==> config.mk <==
export PLATFORM = sky130hd
export DESIGN_NAME = branch_target_predictor
export DESIGN_NICKNAME = d
export VERILOG_FILES = /design/src/rtl/branch_target_predictor.sv
export SDC_FILE = /design/constraint.sdc
export NUM_CORES = 2
export LEC_CHECK = 0
export BUFFER_PORTS_ARGS = -buffer_cell sky130_fd_sc_hd__buf_2
export CORE_ASPECT_RATIO = 1.75
export CORE_MARGIN = 10
export CORE_UTILIZATION = 55
export CTS_CLUSTER_DIAMETER = 100
export CTS_CLUSTER_SIZE = 30
export DETAILED_ROUTE_END_ITERATION = 8
export MAX_ROUTING_LAYER = met4
export PLACE_DENSITY = 0.72
export SYNTH_ARGS = -nofsm -noshare
export SYNTH_HDL_FRONTEND = slang
export SYNTH_SLANG_ARGS = --single-unit
==> constraint.sdc <==
create_clock -name CLOCK -period 16.9 [get_ports CLOCK]
set_clock_uncertainty 0.2 [all_clocks]
set_input_delay 0.845 -clock CLOCK [delete_from_list [all_inputs] [get_ports CLOCK]]
set_output_delay 0.845 -clock CLOCK [all_outputs]
set_load 0.005 [all_outputs]
==> src/rtl/branch_target_predictor.sv <==
// Direct-mapped branch target buffer with 2-bit saturating counters for the IF stage.
// Optional statistics counters are enabled by defining BTP_STATS_EN.
module branch_target_predictor #(
    parameter int unsigned ADDR_WIDTH   = 64,
    parameter int unsigned ENTRIES      = 16,
    parameter logic [1:0]  COUNTER_INIT = 2'b01
) (
    input  logic                  CLOCK,
    input  logic                  RESET,
    input  logic [ADDR_WIDTH-1:0] lookup_pc,
    output logic                  predict_hit,
    output logic                  predict_taken,
    output logic [ADDR_WIDTH-1:0] predict_target,
    input  logic                  update_valid,
    input  logic [ADDR_WIDTH-1:0] update_pc,
    input  logic                  update_taken,
    input  logic [ADDR_WIDTH-1:0] update_target,
    input  logic                  update_pred_taken,
    input  logic [ADDR_WIDTH-1:0] update_pred_target,
    output logic                  mispredict
`ifdef BTP_STATS_EN
    ,
    output logic [31:0]           stat_updates,
    output logic [31:0]           stat_mispredicts
`endif
);

    localparam int unsigned IDX      = $clog2(ENTRIES);
    localparam int unsigned TAG_W    = ADDR_WIDTH - IDX - 2;
    localparam logic [1:0]  CTR_WEAK_TAKEN = 2'b10;

    logic [ENTRIES-1:0]    validQ;
    logic [1:0]            ctrQ    [ENTRIES];
    logic [TAG_W-1:0]      tagQ    [ENTRIES];
    logic [ADDR_WIDTH-1:0] targetQ [ENTRIES];

    logic [IDX-1:0]        lookupIdx;
    logic [TAG_W-1:0]      lookupTag;
    logic [IDX-1:0]        updIdx;
    logic [TAG_W-1:0]      updTag;
    logic                  updHit;
    logic [1:0]            updCtrNext;
    logic                  mispredictC;
    logic [3:0]            unusedPcBits;

    assign lookupIdx    = lookup_pc[IDX+1:2];
    assign lookupTag    = lookup_pc[ADDR_WIDTH-1:IDX+2];
    assign updIdx       = update_pc[IDX+1:2];
    assign updTag       = update_pc[ADDR_WIDTH-1:IDX+2];
    assign unusedPcBits = {lookup_pc[1:0], update_pc[1:0]};

    // Zero-latency lookup; reset masks any stale entries still held this cycle.
    always_comb begin
        predict_hit    = 1'b0;
        predict_taken  = 1'b0;
        predict_target = lookup_pc + ADDR_WIDTH'(4);
        if (!RESET && validQ[lookupIdx] && (tagQ[lookupIdx] == lookupTag)) begin
            predict_hit = 1'b1;
            if (ctrQ[lookupIdx][1]) begin
                predict_taken  = 1'b1;
                predict_target = targetQ[lookupIdx];
            end
        end
    end

    // Saturating counter step and misprediction detection for the resolving branch.
    always_comb begin
        updHit     = validQ[updIdx] && (tagQ[updIdx] == updTag);
        updCtrNext = ctrQ[updIdx];
        if (update_taken) begin
            if (ctrQ[updIdx] != 2'b11) begin
                updCtrNext = ctrQ[updIdx] + 2'd1;
            end
        end else begin
            if (ctrQ[updIdx] != 2'b00) begin
                updCtrNext = ctrQ[updIdx] - 2'd1;
            end
        end
        mispredictC = (update_taken != update_pred_taken) ||
                      (update_taken && update_pred_taken &&
                       (update_target != update_pred_target));
    end

    // Valid bits, counters and the mispredict pulse; reset wins over any update.
    always_ff @(posedge CLOCK) begin
        if (RESET) begin
            validQ     <= '0;
            mispredict <= 1'b0;
            for (int i = 0; i < int'(ENTRIES); i++) begin
                ctrQ[i] <= COUNTER_INIT;
            end
        end else begin
            mispredict <= update_valid && mispredictC;
            if (update_valid) begin
                if (updHit) begin
                    ctrQ[updIdx] <= updCtrNext;
                end else if (update_taken) begin
                    validQ[updIdx] <= 1'b1;
                    ctrQ[updIdx]   <= CTR_WEAK_TAKEN;
                end
            end
        end
    end

    // Tag/target storage carries no reset; valid bits qualify it.
    always_ff @(posedge CLOCK) begin
        if (!RESET && update_valid && update_taken) begin
            tagQ[updIdx]    <= updTag;
            targetQ[updIdx] <= update_target;
        end
    end

`ifdef BTP_STATS_EN
    // Saturating event counters.
    always_ff @(posedge CLOCK) begin
        if (RESET) begin
            stat_updates     <= '0;
            stat_mispredicts <= '0;
        end else begin
            if (update_valid && (stat_updates != 32'hFFFF_FFFF)) begin
                stat_updates <= stat_updates + 32'd1;
            end
            if (mispredict && (stat_mispredicts != 32'hFFFF_FFFF)) begin
                stat_mispredicts <= stat_mispredicts + 32'd1;
            end
        end
    end
`endif

endmodule
==> flow_summary.yaml <==
synthesis:
  synth-edff-count: 1984
  synth_top_area_share: 0.678
  synth-async-reset-ratio: 0
  synth.net_count: 4683
  synth_ff_type: "edfxtp_1"
  ys_seq_elements: 2001
  syn_area_sq_um: 87900
  syn_area_per_cell_sq_um: 19.9
  ys_top_cells_by_area: "edfxtp_1 68%, mux4_2 19%, mux2i_1 3.3%"
  synth_area_leader_cell: "edfxtp_1"
  synth.distinct_cells: 76
  postSynthCellCount: 4420
  ys_warn_count: 0
  seq_area_frac_synth: 0.682
route:
  drtIter0Drc: 7388
  num_vias: 48500
  first_pass_iters: 5
  antenna_left: 0
  finalWirelength_um: 272000
  drc_errors: 0
  avgViaCountPerCell: 7.16
  routedWlPerCell_um: 40.2
timing:
  fmax_mhz: 112
  fin_setup_tns_ns: 0
  setup_violations: 0
  post-route-period-util: 0.531
  worstMarginPinSlew_ns: 1.34
  period_needed_ns: 8.97
  maxSlewHeadroom: 0.107
  slew_violations: 0
  rsz0062_at_grt: "no"
  hold_viol: 0
placement:
  dp_hpwl_um: 172000
  placed_cell_area_sq_um: 91800
  place_congestion: 1.03
  dp.cells: 6619
  port_buffers: 325
setup_path:
  crit_type: "input pin to output port"
  crit_arrival_ns: 7.92
  required_ns: 15.85
  worstSetupStartpointType: "input pin"
  cp_max_fo: 69
  endpoint_kind: "output port"
global_routing:
  grt_max_degree: 109
  grt_pass1_vias: 48300
  grt_use_total: 0.317
  grt_pass1_wl_um: 378000
  grt.overflow.total: 0
  antenna_found_initial: 50
cts:
  cts_tree: "done"
  cts_resized: 0
  post_cts_buffers: 0
  cts_made_buffers: 76
  clkLatencyLatePin_ns: 0.75
  cts_max_level: 3
  clock_path_buffers: 3
  cts-root-buf: "clkbuf_16"
  clk_transition_reported_paths_ns: 0.12
  clock_sinks: 2001
  hold_buffers: 0
power:
  peakVddDrop_mv: 0.113
  p_leak_nw: 29.4
  power_switching_mw: 2.00
  p_int_mw: 6.66
  p_comb_frac: 0.100
  power_frac_clock: 0.265
  switching_share: 0.231
  p_total_mw: 8.66
  seq_power_share: 0.635
  power_density_nw_per_um2: 92.1
die:
  die_w_um: 322
  start_util: 0.552
  core_area_sq_um: 159000
  ios: 328
  row_count: 194
  die-area_sq_um: 177000
  die_h_um: 549
final_layout:
  fin_area_sq_um: 94000
  nets: 4903
  final_util: 0.590
  layout_common_cells: "1,984 x edfxtp_1, 725 x mux4_2, 318 x buf_2"
  instances_no_fill: 6767
  area.growth.synth_to_final_pct: 6.98
  final_common_cell: "edfxtp_1"
  drive_above_1_share: 0.278
worst_hold_path:
  hold_class: "input pin to flop"
status:
  status: "finished, final reports clean"
job:
  maxCapViolCount: 0
area by class of cell:
class | instances | area [sq um]
antenna | 53 | 133
clock buffer | 89 | 1990
clock inverter | 5 | 65.1
fill | 11500 | 65200
inverter | 35 | 139
multi-input combinational | 2105 | 26700
sequential | 2001 | 59900
tap | 2058 | 2570
timing repair buffer | 421 | 2510
worst paths after layout:
| kind | startpoint | end | slack, ns | cells past startpoint |
|---|---|---|---|---|
| setup / recovery | lookup_pc[3] | predict_target[38] | 7.93 | 13 |
| hold / removal | update_pred_taken | mispredict | 0.21 | 4 |
| setup reg to reg | tagQ[12][56] | ctrQ[6][0] | 11.30 | 10 |
| hold reg to reg | validQ[7] | validQ[7] | 0.30 | 1 |
registers in the layout (all words and copies together) (netlist names):
name,cells
ctrQ,32
mispredict,1
tagQ,928
targetQ,1024
validQ,16
power by group through the flow:
stage	clock, mW	sequential [mW]	combinational (mW)
finish	2.29	5.50	0.870
global route	2.47	5.50	0.896
CTS	2.31	5.50	0.863
detailed placement	0	5.61	0.861
global placement	0	5.61	0.854
floorplan	0	5.61	0.470
cells in the mapped netlist, types with 14 or more instances:
| master | count |
|---|---|
| mux4_2 | 725 |
| mux2_2 | 23 |
| buf_2 | 80 |
| inv_1 | 30 |
| o21ai_1 | 53 |
| a221oi_1 | 29 |
| o22ai_1 | 34 |
| a21oi_1 | 28 |
| and3_1 | 23 |
| edfxtp_1 | 1984 |
| buf_4 | 32 |
| nand4_1 | 60 |
| nand3_1 | 28 |
| clkbuf_1 | 113 |
| o21ai_0 | 56 |
| a22o_1 | 14 |
| o2bb2ai_1 | 19 |
| nor3_1 | 32 |
| nor4_1 | 15 |
| a22oi_1 | 66 |
| nand2_1 | 159 |
| dfxtp_1 | 17 |
| nor2_1 | 72 |
| mux2i_1 | 291 |
| xor2_1 | 56 |
| xnor2_1 | 174 |
| buf_1 | 47 |
kinds of logic after synthesis:
family                     synth area share
buffers and inverters                0.0165
DFF                                   0.682
muxes                                 0.223
adders and majority gates          0.000285
xor gates and xnor gates             0.0229
and+or+nand+nor                      0.0243
AOI/OAI and AO/OA                    0.0306
metrics by stage:
stage / hold slack, ns / worst slack (ns)
3_5_place_dp: 0.271 / 8.05
5_1_grt: 0.264 / 7.71
4_1_cts: 0.203 / 8.02
6_report: 0.214 / 7.93
3_3_place_gp: 0.258 / 8.00
2_1_floorplan: 0.243 / 8.99
critical path, stage by stage:
cell and delay, ns:
buf_8 0.53, buf_4 0.83, buf_4 0.92, mux4_2 0.44, mux4_2 0.55, xnor2_1 0.20, nor4_1 0.64, nand4_1 0.25
nor4_1 0.39, and3_4 0.66, buf_4 0.78, o21ai_0 0.46, buf_2 0.25
routing by layer:
metal,GRT usage,vias up,part of all wire
li1,-,19000,-
met1,0.399,25800,0.35
met2,0.488,3093,0.48
met3,0.0609,529,0.10
met4,0.172,0,0.066
met5,-,-,0
(Power assumes the default switching activity.)
